### config.mk
export PLATFORM = sky130hd
export DESIGN_NAME = serial_cmp_ctrl
export DESIGN_NICKNAME = d
export VERILOG_FILES = /design/src/rtl/serial_cmp_ctrl.sv
export SDC_FILE = /design/constraint.sdc
export NUM_CORES = 1
export LEC_CHECK = 0
export ABC_CLOCK_PERIOD_IN_PS = 3370
export CORE_MARGIN = 1
export CORE_UTILIZATION = 30
export DETAILED_ROUTE_END_ITERATION = 7
export PLACE_DENSITY = 0.55
export SLEW_MARGIN = 20
export SYNTH_ARGS = -nofsm -noshare
export SYNTH_HDL_FRONTEND = slang
export SYNTH_SLANG_ARGS = --single-unit
export TNS_END_PERCENT = 50
### constraint.sdc
create_clock -name clk -period 3.37 [get_ports clk]
set_clock_uncertainty 0.15 [all_clocks]
set_input_delay 0.674 -clock clk [delete_from_list [all_inputs] [get_ports clk]]
set_output_delay 0.674 -clock clk [all_outputs]
set_load 0.02 [all_outputs]
### src/rtl/serial_cmp_ctrl.sv
// Bit-serial magnitude comparator controller: streams operands MSB first to an
// external 1-bit equality comparator and stops at the first differing bit.
module serial_cmp_ctrl #(
  parameter int unsigned WIDTH = 8
) (
  input  logic             clk,
  input  logic             reset,
  input  logic             start,
  input  logic [WIDTH-1:0] a,
  input  logic [WIDTH-1:0] b,
  output logic             bit_a,
  output logic             bit_b,
  input  logic             bit_eq,
  output logic             busy,
  output logic             done,
  output logic             eq,
  output logic             gt,
  output logic             lt
);

  localparam int unsigned CW = (WIDTH > 1) ? $clog2(WIDTH) : 1;

  typedef enum logic [1:0] {
    IDLE  = 2'd0,
    SHIFT = 2'd1,
    DONE  = 2'd2
  } state_t;

  state_t          state;
  logic [WIDTH-1:0] sa;
  logic [WIDTH-1:0] sb;
  logic [CW-1:0]    cnt;

  assign bit_a = sa[WIDTH-1];
  assign bit_b = sb[WIDTH-1];

  always_ff @(posedge clk or posedge reset) begin
    if (reset) begin
      state <= IDLE;
      sa    <= '0;
      sb    <= '0;
      cnt   <= '0;
      busy  <= 1'b0;
      done  <= 1'b0;
      eq    <= 1'b0;
      gt    <= 1'b0;
      lt    <= 1'b0;
    end else begin
      case (state)
        IDLE: begin
          done <= 1'b0;
          if (start) begin
            sa    <= a;
            sb    <= b;
            cnt   <= CW'(WIDTH - 1);
            eq    <= 1'b0;
            gt    <= 1'b0;
            lt    <= 1'b0;
            busy  <= 1'b1;
            state <= SHIFT;
          end
        end
        SHIFT: begin
          // bit_eq is the combinational response to the bits driven this cycle
          if (!bit_eq) begin
            gt    <= bit_a;
            lt    <= ~bit_a;
            busy  <= 1'b0;
            done  <= 1'b1;
            state <= DONE;
          end else if (cnt == '0) begin
            eq    <= 1'b1;
            busy  <= 1'b0;
            done  <= 1'b1;
            state <= DONE;
          end else begin
            sa  <= {sa[WIDTH-2:0], 1'b0};
            sb  <= {sb[WIDTH-2:0], 1'b0};
            cnt <= cnt - 1'b1;
          end
        end
        DONE: begin
          done  <= 1'b0;
          state <= IDLE;
        end
        default: begin
          busy  <= 1'b0;
          done  <= 1'b0;
          state <= IDLE;
        end
      endcase
    end
  end

endmodule

---- After elaboration in Yosys (flattened, before gate mapping) ----
Cells that the tools add are included.
storage, ports and cells
  logic and storage cells ................. 58
  flip-flop bits (word level) ............. 26
  output and inout port bits .............. 7
  input port bits ......................... 20
operators by class
  muxes and demuxes ....................... 30
  bitwise operators ....................... 2
  reductions and logical operators ........ 8
  equality and inequality tests ........... 8
  $add $sub $neg .......................... 1
operator list
  kind                                                  number
  2-to-1 mux 8 bit                                      6
  case mux 8 bit (2 select lines)                       2
  2-to-1 mux 1 bit                                      10
  inequality test 2 bit (second input constant)         5
  2-to-1 mux 3 bit                                      3
  AND reduction 4 bit                                   2
  2-to-1 mux 2 bit                                      3
  case mux 1 bit (2 select lines)                       3
  case mux 3 bit (2 select lines)                       1
  AND reduction 3 bit                                   2
  case mux 2 bit (2 select lines)                       1
  logical NOT 3 bit                                     1
  inequality test 3 bit (second input constant)         1
  case mux 1 bit (3 select lines)                       1
  subtractor 3 x 1 -> 3 bit (second input constant)     1
  equality test 2 x 1 -> 1 bit (second input constant)  1
  equality test 2 bit (second input constant)           1
  logical NOT 2 bit                                     1
  inverter 1 bit                                        2
  AND reduction 2 bit                                   1
  nonzero test 2 bit                                    1

---- Longest topological paths before layout ----
  depth in word-level cells ............... 4
  depth in mapped cells ................... 8
  mapped depth without buffers ............ 6

---- Worst setup path before layout ----
OpenSTA, ideal clock, no wires.
  path kind ............................... input to register
  from .................................... input bit_eq
  to ...................................... register sa[0]
  library setup time ...................... 121 ps
  required time ........................... 3,099 ps
  cell stages on the path ................. 5
  arrival ................................. 1,509 ps
  buffers on the path ..................... 2
  setup slack ............................. 1,590 ps
  cells stage by stage .................... buf_2 > a31oi_4 > or2_1 > buf_6 > a22o_1
on the way
  cells in the longest elaborated chain, start to end .. 2
ends and longest elaborated chain
  what                             line  RTL
  from (decl)                      13    input logic bit_eq,
  inequality test 2 bit (no line)  -
  AND reduction 4 bit (no line)    -
  to (signal assigned)             77    sa <= {sa[WIDTH-2:0], 1'b0};
  to (decl)                        30    logic [WIDTH-1:0] sa;
Every way passes these cells.
A chain may end at the register's enable or synchronous reset.

---- Final worst setup path ----
  from .................................... input bit_eq
  to ...................................... register sb[3]
on the way
  cells in the longest elaborated chain, start to end .. 2
ends and longest elaborated chain
  what                             line  RTL
  inequality test 2 bit (no line)  -
  AND reduction 4 bit (no line)    -
  to (signal assigned)             78    sb <= {sb[WIDTH-2:0], 1'b0};
  to (decl)                        31    logic [WIDTH-1:0] sb;
Every way passes these cells.

==> flow_summary.toml <==
[pwr]
power_leakage_nw = 0.724
p_per_area_mw_per_mm2 = 880
ir_worst_vdd_mv = 0.270

[sta]
fmax_mhz = 402
finalSetupViolCount = 0
rsz0062_at_grt = "false"
slew-limit-headroom = 0.718
tns_ns = 0
maxSlewViolCount = 0
finalHoldViolations = 0
timing_worst_slew_pin_value_ns = 0.423
layout_min_cycle_time_ns = 2.49
period_share = 0.739

[drt]
wl_met3_um = 115
met2WireLength_um = 1280
drcViolationCount = 0
vias_per_cell = 4.92
drtAntennaViolNets = 0
routed_wl_um = 2630
drt-initial-drc-count = 54
top_layer = "met4"
avgRoutedWirePerCell_um = 13.4
vias = 969
wl_met1_um = 1210
first_pass_iters = 4

[floorplan]
num_rows = 23
coreArea_mm2 = 0.00412
chipWidth_um = 68.6
start_util = 0.323
io_pins = 27
dieArea_mm2 = 0.00470
die_h_um = 68.6

[setup_path]
r2r-end = "sb[3]"
crit_fanout = 15
r2r_slack_ns = 1.15
required_ns = 3.37
r2r_cells = 7
path_class = "primary input to flop"
start_kind = "primary input"
timing.rr.start = "cnt[0]"
crit_path_end_kind = "flop"
worstPathArrival_ns = 2.49

[min_path]
hold_depth = 1
whs_endpoint = "sb[0]"
hp-class = "flop to flop"
hp-start = "sb[0]"

[synthesis]
ys_seq_elements = 26
synth_top_area_share = 0.490
ys_top_cells_by_area = "dfrtp_1, mux2i_1, o21ai_0"
synth-seq-area-share = 0.490
yosysWarnings = 0
synthAdderAreaFrac = 0.0188
netlist_top_cells_count = "dfrtp_1, o21ai_0, mux2i_1, o21ai_2, inv_1"
async_flop_share = 1.00
synth_top_cell_by_area = "dfrtp_1"
synth-simple-area-share = 0.0725
avgSynthCellArea_um2 = 10.9
syn-cell-area_mm2 = 0.00133
syn_nets = 144
synth_flop_cell = "dfrtp_1"
syn_inst = 122
synth.distinct_cells = 30
synthXorXnorAreaFrac = 0
synth_top_family_by_area = "compound AO/OA/AOI/OAI gates"
synth-edff-count = 0
yosys.cell_count.top_type = "dfrtp_1"
synth_compound_area_frac = 0.252
synth.area.mux_share = 0.105

[clock_network]
h-tree-depth = 1
cts_resized = 0
cts_setup_buffers = 0
clockBufferDepth = 2
ctsHoldBuffers = 0
cts.sinks = 26
cts_tree = "built"
cts_inserted_buffers = 3
cts_root_buf = "clkbuf_8"
insertion_delay_ns = 0.26
clk_pin_slew_ns = 0.09

[final_layout]
n_antenna_cell = 0
regArea_um2 = 651
stdcell_area_mm2 = 0.00169
area_delta_synth_final_pct = 27.5
n_fill_cell = 400
nets = 170
multiInputGateArea_um2 = 597
drive_above_1_share = 0.136

[placed_design]
dpl_cell_area_mm2 = 0.00162
io_buffers = 26
dp_hpwl_um = 1890
place.gp.congestion = 0.771

[global_routing]
grt_usage = 0.123
grt_max_degree = 28
grt_pass1_vias = 1000
grt_antenna_before_repair = 0
grt_pass1_wl_um = 4410
grt_overflow = 0

[outcome]
outcome = "complete, no violations"

[run]
drv_cap = 0
[cell families after synthesis]
kind of cell,after synthesis
and+or+nand+nor,16
adders and majority gates,2
muxes,14
buffers and inverters,15
DFF,26
AOI/OAI and AO/OA,49
[layer usage]
| layer | track usage | vias to the layer above |
|---|---|---|
| met3 | 0.0181 | 2 |
| met5 | 0 | - |
| met4 | 0.0417 | 0 |
| met1 | 0.162 | 454 |
| li1 | - | 486 |
| met2 | 0.206 | 27 |
[state kept, by name, indices dropped and copies added, names as in the netlist]
register,cells
sb,8
busy,1
gt,1
eq,1
done,1
sa,8
state,2
cnt,3
lt,1
[critical path: stages]
cell and delay [ns]:
clkdlybuf4s50_1 0.59, a31oi_4 0.43, or2_1 0.43, buf_4 0.26
o21ai_0 0.10
[through the flow]
stage	total power, W	hold slack [ns]	util	setup slack, ns	instances
floorplan	0.00107	0.321	-	1.59	122
global placement	0.00123	0.327	0.394	0.649	193
detailed placement	0.00125	0.348	0.394	0.561	193
CTS	0.00151	0.370	0.412	0.849	197
global route	0.00161	0.383	0.412	0.725	197
finish	0.00149	0.367	0.412	0.880	197
[area by class of cell]
| class | count | share of cell area |
|---|---|---|
| sequential | 26 | 0.384 |
| multi-input combinational | 81 | 0.352 |
| timing repair buffer | 30 | 0.171 |
| tap | 50 | 0.0369 |
| clock buffer | 3 | 0.0244 |
| clock inverter | 1 | 0.0177 |
| inverter | 6 | 0.0133 |
[worst max-delay path by stage]
| stage | cells after the start | end | from |
|---|---|---|---|
| finish | 5 | sb[3] | bit_eq |
| global route | 5 | sb[4] | bit_eq |
| CTS | 5 | sb[3] | bit_eq |
| detailed placement | 5 | sb[3] | bit_eq |
| global placement | 5 | sb[4] | bit_eq |
| floorplan | 5 | sa[0] | bit_eq |
[placed cells by master, fill, tap and decap left out, types with 2 or more instances in the layout]
cell type        synthesis  final
o21ai_0                 23     23
nand2_1                  3      3
o21a_1                   2      2
a211oi_1                 3      3
clkdlybuf4s50_1          0     26
a21oi_1                  3      3
ha_1                     2      2
a22o_1                   2      2
mux2i_1                 14     14
nor2_1                   3      3
clkbuf_8                 0      3
nor3_1                   3      3
dfrtp_1                 26     26
buf_4                    0      4
o21ai_2                  9      9
inv_1                    6      6
[power by group]
group / switching [W] / internal, W / total (W)
sequential: 0.0000932 / 0.000455 / 0.000548
clock: 0.0000980 / 0.000159 / 0.000257
combinational: 0.000377 / 0.000309 / 0.000685
Note: power is estimated with default switching activity, not from simulation.
